==> src/rtl/umem_pkg.sv <==
// Shared mask codes, scheduler state and lane helpers for the unified-memory scheduler.
package umem_pkg;
    localparam logic [1:0] MASK_B = 2'b00;
    localparam logic [1:0] MASK_H = 2'b01;
    localparam logic [1:0] MASK_W = 2'b10;

    typedef enum logic {
        IDLE   = 1'b0,
        RMW_WR = 1'b1
    } state_t;

    function automatic logic [3:0] laneBe(input logic [1:0] mask, input logic [1:0] offs);
        case (mask)
            MASK_B:  laneBe = 4'b0001 << offs;
            MASK_H:  laneBe = offs[1] ? 4'b1100 : 4'b0011;
            default: laneBe = 4'b1111;
        endcase
    endfunction

    // Mask 11 has no legal alignment, so it is reported the same way as a misaligned access.
    function automatic logic misaligned(input logic [1:0] mask, input logic [1:0] offs);
        case (mask)
            MASK_B:  misaligned = 1'b0;
            MASK_H:  misaligned = offs[0];
            MASK_W:  misaligned = |offs;
            default: misaligned = 1'b1;
        endcase
    endfunction
endpackage

==> src/rtl/umem_lane_fmt.sv <==
// Lane formatter: load lane extraction with sign extension, store lane shift and RMW merge.
// Latency: purely combinational.
// Backpressure: none; the scheduler qualifies every input and output.
module umem_lane_fmt
    import umem_pkg::*;
(
    input  logic [1:0]  ldMask,
    input  logic [1:0]  ldOffs,
    input  logic        ldSext,
    input  logic [31:0] ldWord,
    output logic [31:0] ldData,
    input  logic [1:0]  stMask,
    input  logic [1:0]  stOffs,
    input  logic [31:0] stData,
    input  logic [31:0] oldWord,
    output logic [31:0] stShift,
    output logic [3:0]  stBe,
    output logic [31:0] stMerged
);
    logic [31:0] ldShifted;

    assign ldShifted = ldWord >> {ldOffs, 3'b000};
    assign stBe      = laneBe(stMask, stOffs);

    always_comb begin
        case (ldMask)
            MASK_B:  ldData = {{24{ldSext & ldShifted[7]}}, ldShifted[7:0]};
            MASK_H:  ldData = {{16{ldSext & ldShifted[15]}}, ldShifted[15:0]};
            default: ldData = ldWord;
        endcase
    end

    always_comb begin
        case (stMask)
            MASK_B:  stShift = {24'd0, stData[7:0]} << {stOffs, 3'b000};
            MASK_H:  stShift = {16'd0, stData[15:0]} << {stOffs[1], 4'b0000};
            default: stShift = stData;
        endcase
    end

    always_comb begin
        stMerged = oldWord;
        for (int i = 0; i < 4; i++) begin
            if (stBe[i]) stMerged[8*i +: 8] = stShift[8*i +: 8];
        end
    end
endmodule

==> src/rtl/umem_sched.sv <==
// Shares one single-port synchronous RAM between fetch and data ports; UMEM_RMW_EN selects read-modify-write sub-word stores.
// Latency: fetch/load data and store ack 1 cycle after grant; RMW sub-word store ack 2 cycles after grant.
// Backpressure: combinational gnt, at most one per cycle; the loser holds req; nothing is granted while an RMW write completes.
module umem_sched
    import umem_pkg::*;
#(
    parameter int AW         = 8,
    parameter int STARVE_MAX = 4
) (
    input  logic          clk,
    input  logic          reset,
    input  logic          if_req,
    input  logic [31:0]   if_addr,
    output logic          if_gnt,
    output logic          if_rvalid,
    output logic [31:0]   if_rdata,
    input  logic          d_req,
    input  logic          d_we,
    input  logic [1:0]    d_mask,
    input  logic          d_sext,
    input  logic [31:0]   d_addr,
    input  logic [31:0]   d_wdata,
    output logic          d_gnt,
    output logic          d_rvalid,
    output logic [31:0]   d_rdata,
    output logic          d_err,
    output logic          mem_en,
    output logic          mem_we,
    output logic [AW-1:0] mem_addr,
    output logic [31:0]   mem_wdata,
    output logic [3:0]    mem_be,
    input  logic [31:0]   mem_rdata
);
`ifdef UMEM_RMW_EN
    localparam bit RMW_EN = 1'b1;
`else
    localparam bit RMW_EN = 1'b0;
`endif
    localparam int SW = $clog2(STARVE_MAX + 1);

    state_t        state;
    logic [SW-1:0] starveCnt;
    logic          dLoadQ, dSextQ;
    logic [1:0]    dMaskQ, dOffsQ;
    logic [AW-1:0] dAddrQ;
    logic [31:0]   dWdataQ;

    logic          idle, fetchWins, dErrNow, dRmwStart, inRmw;
    logic [31:0]   ldData, stShift, stMerged;
    logic [3:0]    stBe;
    logic          unusedBits;

    assign unusedBits = ^{if_addr[31:AW+2], if_addr[1:0], d_addr[31:AW+2]};

    // Gating with reset keeps every output low while reset is held, even with requests pending.
    assign inRmw     = (state == RMW_WR);
    assign idle      = reset && !inRmw;
    assign fetchWins = (starveCnt == SW'(STARVE_MAX));
    assign d_gnt     = idle && d_req && !(fetchWins && if_req);
    assign if_gnt    = idle && if_req && !d_gnt;
    assign dErrNow   = misaligned(d_mask, d_addr[1:0]);
    assign dRmwStart = RMW_EN && d_gnt && !dErrNow && d_we && (d_mask != MASK_W);

    umem_lane_fmt u_lane_fmt (
        .ldMask   (dMaskQ),
        .ldOffs   (dOffsQ),
        .ldSext   (dSextQ),
        .ldWord   (mem_rdata),
        .ldData   (ldData),
        .stMask   (inRmw ? dMaskQ  : d_mask),
        .stOffs   (inRmw ? dOffsQ  : d_addr[1:0]),
        .stData   (inRmw ? dWdataQ : d_wdata),
        .oldWord  (mem_rdata),
        .stShift  (stShift),
        .stBe     (stBe),
        .stMerged (stMerged)
    );

    always_comb begin
        mem_en    = 1'b0;
        mem_we    = 1'b0;
        mem_addr  = '0;
        mem_wdata = '0;
        mem_be    = 4'b0000;
        if (inRmw) begin
            mem_en    = 1'b1;
            mem_we    = 1'b1;
            mem_addr  = dAddrQ;
            mem_wdata = stMerged;
            mem_be    = 4'b1111;
        end else if (d_gnt && !dErrNow) begin
            mem_en   = 1'b1;
            mem_addr = d_addr[AW+1:2];
            mem_be   = 4'b1111;
            if (d_we && !dRmwStart) begin
                mem_we    = 1'b1;
                mem_wdata = stShift;
                mem_be    = RMW_EN ? 4'b1111 : stBe;
            end
        end else if (if_gnt) begin
            mem_en   = 1'b1;
            mem_addr = if_addr[AW+1:2];
            mem_be   = 4'b1111;
        end
    end

    assign if_rdata = if_rvalid ? mem_rdata : 32'd0;
    assign d_rdata  = (d_rvalid && dLoadQ && !d_err) ? ldData : 32'd0;

    always_ff @(posedge clk or negedge reset) begin
        if (!reset) begin
            state     <= IDLE;
            starveCnt <= '0;
            if_rvalid <= 1'b0;
            d_rvalid  <= 1'b0;
            d_err     <= 1'b0;
            dLoadQ    <= 1'b0;
            dSextQ    <= 1'b0;
            dMaskQ    <= MASK_B;
            dOffsQ    <= 2'b00;
            dAddrQ    <= '0;
            dWdataQ   <= '0;
        end else begin
            if_rvalid <= if_gnt;
            d_rvalid  <= (d_gnt && !dRmwStart) || inRmw;
            d_err     <= d_gnt && dErrNow;
            if (!if_req || if_gnt) begin
                starveCnt <= '0;
            end else if (!fetchWins) begin
                starveCnt <= starveCnt + SW'(1);
            end
            if (d_gnt) begin
                dLoadQ  <= !d_we;
                dSextQ  <= d_sext;
                dMaskQ  <= d_mask;
                dOffsQ  <= d_addr[1:0];
                dAddrQ  <= d_addr[AW+1:2];
                dWdataQ <= d_wdata;
            end
            state <= dRmwStart ? RMW_WR : IDLE;
        end
    end
endmodule

==> config.mk <==
export PLATFORM = sky130hd
export DESIGN_NAME = umem_sched
export DESIGN_NICKNAME = d
export VERILOG_FILES = /design/src/rtl/umem_pkg.sv /design/src/rtl/umem_lane_fmt.sv /design/src/rtl/umem_sched.sv
export SDC_FILE = /design/constraint.sdc
export NUM_CORES = 1
export LEC_CHECK = 0
export BUFFER_PORTS_ARGS = -buffer_cell sky130_fd_sc_hd__buf_4
export CAP_MARGIN = 20
export CORE_MARGIN = 4
export CORE_UTILIZATION = 32
export CTS_BUF_LIST = sky130_fd_sc_hd__clkbuf_2
export CTS_CLUSTER_DIAMETER = 150
export DETAILED_ROUTE_END_ITERATION = 10
export GPL_ROUTABILITY_DRIVEN = 0
export HOLD_SLACK_MARGIN = 0.12
export PLACE_DENSITY = 0.66
export SLEW_MARGIN = 30
export SYNTH_ARGS = -nofsm -noshare
export SYNTH_HDL_FRONTEND = slang
export SYNTH_HIERARCHICAL = 1
export SYNTH_SLANG_ARGS = --single-unit
==> constraint.sdc <==
create_clock -name clk -period 1.9 [get_ports clk]
set_input_delay 0 -clock clk [delete_from_list [all_inputs] [get_ports clk]]
set_output_delay 0 -clock clk [all_outputs]
set_load 0.02 [all_outputs]
[Word-level counts from Yosys, hierarchy flattened]
Cells that the tools add are included.
Word-level totals
  input port bits: 136
  output and inout bits: 115
  logic and storage cells: 59
  register bits: 12
Cells by class
  $add $sub $neg: 1
  muxes and demuxes: 20
  reductions and logical operators: 19
  equal/unequal tests: 5
  bitwise logic cells: 2
  shift operators: 4
Operator list (count)
  $mux W32: 4
  $pmux W32 S2: 2
  $shl A16 B5 Y32: 1
  $shl A8 B5 Y32: 1
  $shr A32 B5 Y16: 1
  $mux W4: 4
  $mux W8: 2
  $logic_and A1 B1 Y1: 9
  $pmux W4 S2: 1
  $logic_not A1 Y1: 6
  $mux W3: 2
  $eq A2 B1 Y1 const B: 2
  $logic_not A2 Y1: 2
  $mux W1: 4
  $shl A1 B2 Y4 const A: 1
  $add A3 B1 Y3 const B: 1
  $eq A3 B3 Y1 const B: 1
  $pmux W1 S3: 1
  $and A1 B1 Y1: 2
  $eq A2 B2 Y1 const B: 1
  $ne A2 B1 Y1 const B: 1
  $reduce_or A2 Y1: 1
  $logic_or A1 B1 Y1: 1

[Longest topological paths before layout]
  depth in word-level cells: 8
  gate-level depth with buffers: 7
  gate-level depth less buffers: 6

[Modules after synthesis]
Netlist, hierarchy kept.
By module, submodules not included
  umem_lane_fmt: cells an instance 238, area each 1501.4 um^2, instances 1, seq. area each 0.0 um^2
  umem_sched: cells an instance 176, area each 1385.1 um^2, instances 1, seq. area each 300.3 um^2

[Worst setup path after synthesis]
OpenSTA, ideal clock, no wires.
  kind: flip-flop to flip-flop
  start: register starveCnt[0]
  end: register dMaskQ[0]
  data required time: 1775 ps
  setup slack: -63 ps
  setup time: 125 ps
  cell stages (with the launch flop): 7
  arrival: 1838 ps
  buffers on the path: 1
  clock period less this slack: 1963 ps
  path through: dfrtp_1 -> inv_1 -> ha_1 -> and3_1 -> clkbuf_1 -> nor2_1 -> mux2_2
Between the ends
  longest elaborated chain between the ends: 4
RTL lines
  start: declaration: RTL line umem_sched.sv:42  | logic [SW-1:0] starveCnt;
  start signal: assignment: RTL line umem_sched.sv:130  | starveCnt <= starveCnt + SW'(1);
  $eq A3 B3 Y1: RTL line umem_sched.sv:58  | assign fetchWins = (starveCnt == SW'(STARVE_MAX));
  $logic_and A1 B1 Y1: RTL line umem_sched.sv:59  | assign d_gnt = idle && d_req && !(fetchWins && if_req);
  $logic_not A1 Y1: RTL line umem_sched.sv:59
  $logic_and A1 B1 Y1: RTL line umem_sched.sv:59
  net d_gnt: RTL line umem_sched.sv:23  | output logic d_gnt,
  end signal: assignment: RTL line umem_sched.sv:135  | dMaskQ <= d_mask;
  end: declaration: RTL line umem_sched.sv:44  | logic [1:0] dMaskQ, dOffsQ;
The timed path passes the listed nets, and every way through them passes these cells.
A chain may end at the register's enable or synchronous reset.

[Final worst setup path]
  start: register dOffsQ[1]
  end: output port d_rdata[18]
Between the ends
  longest elaborated chain between the ends: 4
  elaborated cells on any way between the ends: 5
  classes of those cells: shift: 1; mux: 2; bitwise: 2
RTL lines
  start: declaration: RTL line umem_sched.sv:44
  start signal: assignment: RTL line umem_sched.sv:136  | dOffsQ <= d_addr[1:0];
  $shr A32 B5 Y16 *: RTL line umem_lane_fmt.sv:22  | assign ldShifted = ldWord >> {ldOffs, 3'b000};
  $and A1 B1 Y1, on equally long branches: RTL line umem_lane_fmt.sv:28, umem_lane_fmt.sv:27
  $pmux W32 S2 *: RTL line umem_lane_fmt.sv:26  | case (ldMask)
  net ldData[18]: RTL line umem_sched.sv:49  | logic [31:0] ldData, stShift, stMerged;
  $mux W32 *: RTL line umem_sched.sv:108  | assign d_rdata = (d_rvalid && dLoadQ && !d_err) ? ldData : 32'd0;
  end: declaration: RTL line umem_sched.sv:25  | output logic [31:0] d_rdata,
Mark *: on every way through the listed nets, which the timed path passes. The rest lies on a longest branch.

==> impl_metrics.sql <==
INSERT INTO impl_metrics (metric_group, metric, value, unit) VALUES
('outcome', 'status', 'finished, violations left', ''),
('outcome', 'violations', 'negative setup slack', ''),
('placed_design', 'number_of_input_and_output_port_buffers_inserted', '204', ''),
('detailed_routing', 'routedWlPerCell', '17.30', 'microns'),
('setup_path', 'critPathCaptureType', 'primary output', ''),
('min_path', 'hold_path.class', 'input port to flop', ''),
('power_and_ir_drop', 'irDropWorstVdd', '0.0001698', 'V'),
('clock_tree', 'clk-insertion-delay-late', '0.27', 'ns'),
('global_routing', 'grt_overflow', '0', ''),
('floorplanning', 'start_util', '0.3334', ''),
('setup_path', 'worst_ep_arrival_time', '2.07', 'ns'),
('global_routing', 'grtUsageTotal', '0.2313', ''),
('detailed_routing', 'dr.first_iter.drc_count', '173', ''),
('sta', 'hold_ws', '0.1714', 'ns'),
('sta', 'rsz_0062_raised_after_global_routing', 'yes', ''),
('sta', 'timing_max_transition_violations_final', '0', ''),
('setup_path', 'r2r_start', 'starveCnt[0]$_DFFE_PN0P_', ''),
('sta', 'worst_pin_slew', '0.7886', 'ns'),
('sta', 'final.min_clock_period', '2.074', 'ns'),
('min_path', 'holdCritStartpoint', 'd_addr[0]', ''),
('sta', 'skew', '0.003386', 'ns'),
('layout', 'area_growth', '94.55', '%'),
('sta', 'layout_worst_path_cycle_share', '1.092', ''),
('power_and_ir_drop', 'power', '1.715', 'mW'),
('detailed_routing', 'route.vias.total', '3618', ''),
('sta', 'report.final.hold_viol_count', '0', ''),
('yosys', 'mappedNetlistNets', '520', ''),
('global_routing', 'met2_usage', '0.4176', ''),
('layout', 'fill_cells', '697', ''),
('floorplanning', 'floorplan.io_pins', '251', ''),
('detailed_routing', 'viasPerCell', '5.221', ''),
('job', 'maxCapViolations', '0', ''),
('floorplanning', 'die-area', '9687', 'sq um'),
('clock_tree', 'cts_tree', 'yes', ''),
('yosys', 'synth_cells', '382', ''),
('sta', 'post-route-worst-setup-slack', '-0.1742', 'ns'),
('power_and_ir_drop', 'pwr_density_cell', '336.9', 'nW/um^2'),
('detailed_routing', 'detail_route.drc_violations', '0', ''),
('floorplanning', 'core_area', '7848', 'sq um'),
('global_routing', 'number_of_global_route_vias_before_repair', '3603', ''),
('floorplanning', 'fp.dieW', '98.42', 'microns'),
('detailed_routing', 'tritonroute_pass_1_iters', '5', ''),
('floorplanning', 'die_y', '98.42', 'microns'),
('floorplanning', 'core.rowCount', '32', ''),
('global_routing', 'number_of_antenna_violations_at_the_first_check_in_global_routing', '0', ''),
('yosys', 'synthesis.yosys.warnings', '6', ''),
('setup_path', 'reg2reg_slack', '0.15', 'ns'),
('layout', 'share_of_post_route_cells_with_drive_strength_above_1', '0.5398', ''),
('setup_path', 'worstPathMaxFanout', '16', ''),
('clock_tree', 'cts_buffers', '3', ''),
('detailed_routing', 'totalWireLength', '11990', 'microns'),
('setup_path', 'timing.critical_path.required', '1.90', 'ns'),
('clock_tree', 'clock-sinks', '12', ''),
('min_path', 'worst_hold_stages', '3', ''),
('setup_path', 'timing.rr.end', 'dOffsQ[1]$_DFFE_PN0P_', ''),
('placed_design', 'detailedPlacementHpwl', '8428', 'microns'),
('global_routing', 'largest_net_degree_at_the_start_of_global_routing', '41', ''),
('layout', 'antenna_cells', '0', ''),
('sta', 'timing.slew.headroom', '0.4743', ''),
('clock_tree', 'htree_num_levels', '1', ''),
('sta', 'final-setup-viol-count', '38', ''),
('setup_path', 'worstSetupStartpointType', 'flop', ''),
('clock_tree', 'cts_root_buf', 'clkbuf_2', ''),
('clock_tree', 'cts.reportedPaths.clkPinSlew', '0.12', 'ns'),
('global_routing', 'globalRouteMet3Util', '0.06016', ''),
('min_path', 'worst_hold_end', 'd_err$_DFF_PN0_', ''),
('global_routing', 'global_route_wire_length_before_repair', '18770', 'microns'),
('global_routing', 'layer_carrying_the_most_global_route_usage', 'met2', ''),
('power_and_ir_drop', 'p_leak', '2.577', 'nW'),
('setup_path', 'worstSetupPathType', 'flop to primary output', ''),
('global_routing', 'groute.layer.met1.usage', '0.2690', ''),
('yosys', 'syn-mean-instance-area', '6.849', 'sq um'),
('yosys', 'syn_area', '2616', 'sq um'),
('setup_path', 'r2r_cells', '6', ''),
('layout', 'num-nets-final', '730', ''),
('sta', 'max_freq', '482.1', 'MHz'),
('clock_tree', 'clk_path_buf_depth', '2', ''),
('detailed_routing', 'antenna_left', '0', '');
==> layout by cell type, fill, tap and decap left out, drive strengths merged <==
cell type and instances:
buf 234, and2 74, nand2 66, and3 34
o21ai 19, a22o 16, dfrtp 12, a21oi 12
nor2 12, nand3 10, nor2b 10, o31ai 8
a221o 8, a22oi 8, mux2i 8, o211a 7
inv 7, mux2 6, dlygate4sd3 6, nand2b 5
a21o 5, clkbuf 3, or3 3, a21boi 2
nand3b 2, or2 2, nor3 2, ha 2
a211oi 1, clkinv 1, mux4 1, nor4bb 1
a41oi 1, a2bb2oi 1, nor3b 1, o21bai 1
==> timing repair <==
item	CTS	global route
setup buffers	11	1
pin swaps	23	9
endpoints found under the setup margin	76	78
resized for setup	111	30
gates cloned	7	0
hold buffers	6	0
hold endpoints to repair	18	0
==> flip-flops by register name (all words and copies together), names as in the netlist <==
register / cells
dLoadQ: 1
dMaskQ: 2
dOffsQ: 2
dSextQ: 1
d_err: 1
d_rvalid: 1
if_rvalid: 1
starveCnt: 3
==> power by group <==
group / leakage, nW / switching (mW) / internal [mW]
Sequential: 0.151 / 0.0412 / 0.281
Combinational: 2.41 / 0.618 / 0.642
Clock: 0.0140 / 0.0875 / 0.0457
Total: 2.58 / 0.746 / 0.968
==> per-stage QoR <==
step | setup slack, ns | area [sq um] | instances | util | setup TNS (ns)
floorplan | 0.1241 | 2619 | 382 | - | 0
global placement | 0.1154 | 4238 | 668 | 0.5400 | 0
detailed placement | 0.09449 | 4238 | 668 | 0.5400 | 0
CTS | -0.1753 | 5071 | 696 | 0.6462 | -6.938
global route | -0.2785 | 5090 | 693 | 0.6486 | -10.69
finish | -0.1742 | 5090 | 693 | 0.6486 | -3.730
==> worst max path at each step <==
stage / startpoint / to / cells past startpoint
after detailed placement: dOffsQ[1]$_DFFE_PN0P_ / d_rdata[23] / 7
final: dOffsQ[1]$_DFFE_PN0P_ / d_rdata[18] / 7
after global placement: dOffsQ[1]$_DFFE_PN0P_ / d_rdata[27] / 7
after CTS: dOffsQ[1]$_DFFE_PN0P_ / d_rdata[23] / 7
after floorplan: starveCnt[0]$_DFFE_PN0P_ / mem_addr[4] / 6
after global routing: dOffsQ[1]$_DFFE_PN0P_ / d_rdata[27] / 7
==> final cells by class <==
| class | count | area (sq um) | share of cell area |
|---|---|---|---|
| multi-input cells | 328 | 2405 | 0.4725 |
| repair buffers | 240 | 2212 | 0.4346 |
| flip-flops and latches | 12 | 300.3 | 0.05900 |
| well taps | 102 | 127.6 | 0.02507 |
| inverters | 7 | 26.28 | 0.005162 |
| clock buffers | 3 | 15.01 | 0.002950 |
| clock inverters | 1 | 3.754 | 0.0007375 |
==> layer usage <==
layer  up-vias  share of wire
met5         -              0
met4         0          0.024
met3        23          0.085
met2       153           0.52
met1      1684           0.37
li1       1758              -
==> worst max-delay path, cell delays in order (launching register included) <==
cell and delay [ns]:
dfrtp_1 0.39, mux4_2 0.54, nor4bb_4 0.18, a41oi_4 0.21, buf_12 0.17, nand2_1 0.06
and2_4 0.14, buf_6 0.12
Power figures use the tool's default switching activity.
